## config.mk

```make
export PLATFORM = sky130hd
export DESIGN_NAME = regfile_sb
export DESIGN_NICKNAME = d
export VERILOG_FILES = /design/src/rtl/regfile_sb.sv
export SDC_FILE = /design/constraint.sdc
export NUM_CORES = 1
export LEC_CHECK = 0
export CAP_MARGIN = 20
export CORE_ASPECT_RATIO = 0.5
export CORE_MARGIN = 2
export CORE_UTILIZATION = 50
export DETAILED_ROUTE_END_ITERATION = 10
export PLACE_DENSITY_LB_ADDON = 0.1
export SLEW_MARGIN = 0
export SYNTH_ARGS = -nofsm -noshare
export SYNTH_HDL_FRONTEND = slang
export SYNTH_SLANG_ARGS = --single-unit
```

## constraint.sdc

```tcl
create_clock -name iClk -period 6.5 [get_ports iClk]
set_input_delay 1.95 -clock iClk [delete_from_list [all_inputs] [get_ports iClk]]
set_output_delay 1.95 -clock iClk [all_outputs]
set_load 0.02 [all_outputs]
```

## src/rtl/regfile_sb.sv

```systemverilog
// regfile_sb: parametrised register file with a producer scoreboard,
// write-to-read bypass and a sequenced one-entry-per-cycle clear.
//
// Ports:
//   iClk, iRst          clock (rising edge), synchronous active-high reset
//   iClear              request a re-initialisation sweep (honoured in READY)
//   oReady              file initialised and accepting operations
//   iAddrA/B, oRegA/B   two combinational read ports
//   oBusyA/B            addressed register has an outstanding producer
//   iWrite/iAddrC/iRegC write-back port
//   iReserve/iAddrR     mark a register pending (instruction issued)
module regfile_sb #(
    parameter int unsigned DATA_W  = 32,
    parameter int unsigned ADDR_W  = 5,
    parameter int unsigned ZERO_R0 = 1,
    parameter int unsigned BYPASS  = 1
) (
    input  logic              iClk,
    input  logic              iRst,
    input  logic              iClear,
    output logic              oReady,
    input  logic [ADDR_W-1:0] iAddrA,
    input  logic [ADDR_W-1:0] iAddrB,
    output logic [DATA_W-1:0] oRegA,
    output logic [DATA_W-1:0] oRegB,
    output logic              oBusyA,
    output logic              oBusyB,
    input  logic              iWrite,
    input  logic [ADDR_W-1:0] iAddrC,
    input  logic [DATA_W-1:0] iRegC,
    input  logic              iReserve,
    input  logic [ADDR_W-1:0] iAddrR
);

    localparam int unsigned DEPTH = 1 << ADDR_W;
    localparam logic [ADDR_W:0] LAST_PTR = (ADDR_W+1)'(DEPTH - 1);

    typedef enum logic {
        S_CLEAR = 1'b0,
        S_READY = 1'b1
    } state_e;

    state_e              state_q, state_d;
    logic [ADDR_W:0]     ptr_q, ptr_d;
    logic [DEPTH-1:0]    pend_q, pend_d;
    logic [DATA_W-1:0]   mem_q [DEPTH];

    logic                mem_we;
    logic [ADDR_W-1:0]   mem_waddr;
    logic [DATA_W-1:0]   mem_wdata;

    logic                ready;
    logic                wr_valid;
    logic                rsv_valid;
    logic                zero_a, zero_b;

    assign ready  = (state_q == S_READY);
    assign oReady = ready;

    // Strobes only count in READY, and are dropped by a concurrent clear/reset.
    assign wr_valid  = ready && iWrite && !iClear && !iRst &&
                       ((iAddrC != '0) || (ZERO_R0 == 0));
    assign rsv_valid = ready && iReserve && !iClear && !iRst &&
                       ((iAddrR != '0) || (ZERO_R0 == 0));

    assign zero_a = (ZERO_R0 != 0) && (iAddrA == '0);
    assign zero_b = (ZERO_R0 != 0) && (iAddrB == '0);

    // Next-state: sweep pointer, pending bits and the single memory write port.
    always_comb begin
        state_d   = state_q;
        ptr_d     = ptr_q;
        pend_d    = pend_q;
        mem_we    = 1'b0;
        mem_waddr = ptr_q[ADDR_W-1:0];
        mem_wdata = '0;
        case (state_q)
            S_CLEAR: begin
                mem_we = 1'b1;
                ptr_d  = ptr_q + (ADDR_W+1)'(1);
                if (ptr_q == LAST_PTR) begin
                    state_d = S_READY;
                end
            end
            S_READY: begin
                if (iClear) begin
                    state_d = S_CLEAR;
                    ptr_d   = '0;
                    pend_d  = '0;
                end else begin
                    if (wr_valid) begin
                        mem_we            = 1'b1;
                        mem_waddr         = iAddrC;
                        mem_wdata         = iRegC;
                        pend_d[iAddrC]    = 1'b0;
                    end
                    // Applied after the write so a new producer wins.
                    if (rsv_valid) begin
                        pend_d[iAddrR] = 1'b1;
                    end
                end
            end
            default: begin
                state_d = S_CLEAR;
                ptr_d   = '0;
                pend_d  = '0;
            end
        endcase
    end

    // Control state register.
    always_ff @(posedge iClk) begin
        if (iRst) begin
            state_q <= S_CLEAR;
            ptr_q   <= '0;
            pend_q  <= '0;
        end else begin
            state_q <= state_d;
            ptr_q   <= ptr_d;
            pend_q  <= pend_d;
        end
    end

    // Storage has no reset so it can map onto distributed RAM.
    always_ff @(posedge iClk) begin
        if (mem_we && !iRst) begin
            mem_q[mem_waddr] <= mem_wdata;
        end
    end

    // Read port A.
    always_comb begin
        oRegA  = '0;
        oBusyA = 1'b0;
        if (ready && !zero_a) begin
            if ((BYPASS != 0) && wr_valid && (iAddrC == iAddrA)) begin
                oRegA = iRegC;
            end else begin
                oRegA  = mem_q[iAddrA];
                oBusyA = pend_q[iAddrA];
            end
        end
    end

    // Read port B.
    always_comb begin
        oRegB  = '0;
        oBusyB = 1'b0;
        if (ready && !zero_b) begin
            if ((BYPASS != 0) && wr_valid && (iAddrC == iAddrB)) begin
                oRegB = iRegC;
            end else begin
                oRegB  = mem_q[iAddrB];
                oBusyB = pend_q[iAddrB];
            end
        end
    end

endmodule

```

==> results_dict.tcl <==
set metrics [dict create \
    clock-sinks 1063 \
    dieHeight_um 230 \
    tightest_slew_ns 1.13 \
    vias_per_cell 7.02 \
    routed_wire_length_mm 177 \
    worst_reg_to_reg_cells 10 \
    cts_max_path_buffers 3 \
    finalWorstPathRequiredPeriod_ns 6.50 \
    power_report.internal_total_w 0.0113 \
    rsz0062_at_grt "true" \
    cts_max_level 3 \
    number_of_cells_on_the_worst_hold_path 2 \
    finalHoldViolCount 0 \
    multi_input_area_mm2 0.0188 \
    globalRoute.totalOverflow 0 \
    final_core_utilization_pct 60.3 \
    critical-path-max-stage-delay_ns 0.76 \
    postSynth.topFlopCell "edfxtp_1" \
    seq_area_mm2 0.0315 \
    placedCellCount 4632 \
    synth.yosys.seq_area_share_pct 61.7 \
    port_buffers 123 \
    die_area_mm2 0.105 \
    worstPathBufferInverterCount 3 \
    status "finished with violations" \
    synth.distinct_cells 52 \
    timing.critical_path.arrival_ns 4.55 \
    crit_path_capture_type "output pin" \
    avgSynthCellArea_um2 16.9 \
    cts_inserted_buffers 97 \
    mappedNetlistNets 3082 \
    worstPathMaxFanout 8 \
    layout-drive-gt1-share_pct 29.8 \
    ir_drop_uv 201 \
    final_nets 3458 \
    drt-initial-drc-count 5397 \
    async_sr_flop_fraction_pct 0 \
    cts.root.buffer_cell "clkbuf_16" \
    drtPass1Iterations 7 \
    num-fill-cells 7459 \
    final_instance_count_excl_fillers 4820 \
    core_region_area_mm2 0.101 \
    worst_hold_path_type "flip-flop to flip-flop" \
    post-synth-top-count-cell "edfxtp_1" \
    total_switching_power_w 0.00339 \
    setup-violations-final 1 \
    max_cap_viol_count 0 \
    synth-warning-count 0 \
    maxSlewHeadroom_pct 24.8 \
    route.detailed.wl_per_inst_um 36.8 \
    placedInstanceArea_mm2 0.0574 \
    clkPwrFrac_pct 40.2 \
    grt_antenna_before_repair 9 \
    place_congestion 0.893 \
    largest_net_degree_at_the_start_of_global_routing 43 \
    total_track_usage_pct 33.7 \
    detailedPlacementHpwl_mm 114 \
    startpoint_type "input pin" \
    max_freq_ghz 0.154 \
    power_frac_seq_pct 50.9 \
    initial_core_util_pct 50.7 \
    rows 82 \
    violations "negative setup slack" \
    critical_path.cell_chain "clkdlybuf4s50_1 -> nor3_2 -> a21o_1 -> o31ai_4 -> buf_12 -> a211oi_1 -> a22o_1 -> buf_4" \
    clock_insertion_delay_worst_skew_ns 0.72 \
    fin_ws_ns -0.00381 \
    synth_top_area_share_pct 60.1 \
    tritoncts "yes" \
    critical_path_cell_count 8 \
    drc_errors 0 \
    die_w_um 456 \
    yosys-top-cells-count "1,024 x edfxtp_1, 451 x mux2i_1, 346 x mux4_2" \
    cellLeakagePower_nw 21.5 \
    clk_pin_slew_worst_paths_ns 0.07 \
    required_ns 4.55 \
    synth_seq_cells 1063 \
    routed-via-count 33853 \
    finish.instance_area_mm2 0.0607 \
    switching_share_pct 23.1 \
    io-pin-count 124 \
    cp_class "input pin to output pin" \
    fin_skew_ns 0.0176 \
    synth.largest_area_cell "edfxtp_1" \
    power.combinational.fraction_pct 8.9 \
    critical-path-top-delay-family "compound AO/OA/AOI/OAI gates" \
    antenna_left 0 \
    grt_first_pass_wirelength_mm 249 \
    power.density_cell_area_mw_per_mm2 242 \
    flow.area_growth_from_synthesis_pct 18.7 \
    edff_count_synth 1024 \
    netlist_area_mm2 0.0511 \
    max_slew_violation_count 0 \
    slowest_cell_on_crit_path "a211oi_1" \
    synth_area_leaders "edfxtp_1 60%, mux4_2 15%, mux2i_1 8.8%" \
    syn-instance-count 3024 \
    finalCritPeriodShare_pct 100 \
    totalPowerFinal_w 0.0147 \
    number_of_global_route_vias_before_repair 33238 \
]
[worst min-delay path, stage by stage (launching register included)]
cell,delay [ns]
dfxtp_1,0.32
nand3_1,0.07
o31ai_1,0.06
[logic make-up after synthesis]
| kind of cell | synth area share, % |
|---|---|
| xor+xnor | 0.240 |
| mux | 25.2 |
| compound gates | 7.64 |
| fa+ha+maj | 0.0245 |
| simple gates | 2.78 |
| flops | 61.7 |
| buf+inv | 2.41 |
[layout make-up]
| type | instances | area share, % |
|---|---|---|
| Timing Repair Buffer | 533 | 9.12 |
| Clock inverter | 62 | 1.12 |
| Antenna cell | 1 | 0.00412 |
| Tap cell | 1344 | 2.77 |
| Clock buffer | 112 | 4.09 |
| Multi-Input combinational cell | 1703 | 31.0 |
| Inverter | 2 | 0.0124 |
| Sequential cell | 1063 | 51.9 |
[cells in the final DEF (no fill, tap or decap), types with 39 or more instances in the layout]
master              n
a22oi_1           136
edfxtp_1         1024
clkdlybuf4s50_1    52
dfxtp_1            39
dlygate4sd2_1      41
mux2i_1           451
a211oi_1           50
buf_12            100
a22o_1             50
nand3_1            53
mux4_2            346
nand2_1            75
mux2_2             53
a21oi_1            88
o21ai_0            64
a221oi_1           48
clkbuf_16          97
buf_4             316
[worst paths after layout]
kind | from | to | slack [ns]
setup / recovery | iAddrC[2] | oRegB[28] | -0.004
hold / removal | pend_q[11] | pend_q[11] | 0.50
setup reg to reg | oReady | mem_q[14][16] | 2.43
hold reg to reg | pend_q[11] | pend_q[11] | 0.50
[power groups by stage]
stage / registers [W] / logic (W) / clock network, W
after floorplan: 0.00760 / 0.000715 / 0
after global placement: 0.00760 / 0.00127 / 0
after detailed placement: 0.00761 / 0.00127 / 0
after CTS: 0.00746 / 0.00128 / 0.00595
after global routing: 0.00746 / 0.00135 / 0.00621
final: 0.00746 / 0.00131 / 0.00590
[flip-flops by register name, summed over array words and instances (netlist names)]
| signal | count |
|---|---|
| pend_q | 32 |
| ptr_q | 6 |
| oReady | 1 |
| mem_q | 1024 |
[routing by layer]
layer  wire length [um]  part of all wire, %  track usage (%)
met5                 55                0.031                0
met4               6040                  3.4             10.2
met3              23700                   13             9.74
met2              75800                   43             48.5
met1              71700                   40             49.8
[repair_timing]
action                     4_1_cts  5_1_grt
gates resized for setup         61       16
buffers inserted                 6        7
pin swaps                        2        1
setup endpoints to repair       47       17
hold buffers                     0        0
[through the flow]
step / TNS, ns / hold WS, ns / setup WS [ns]
6_report: -0.00381 / 0.498 / -0.00381
4_1_cts: -0.108 / 0.492 / -0.108
5_1_grt: -0.00318 / 0.517 / -0.00318
2_1_floorplan: 0 / 0.443 / 0.578
3_3_place_gp: -7.30 / 0.466 / -0.849
3_5_place_dp: -5.07 / 0.472 / -0.343
(Power assumes the default switching activity.)
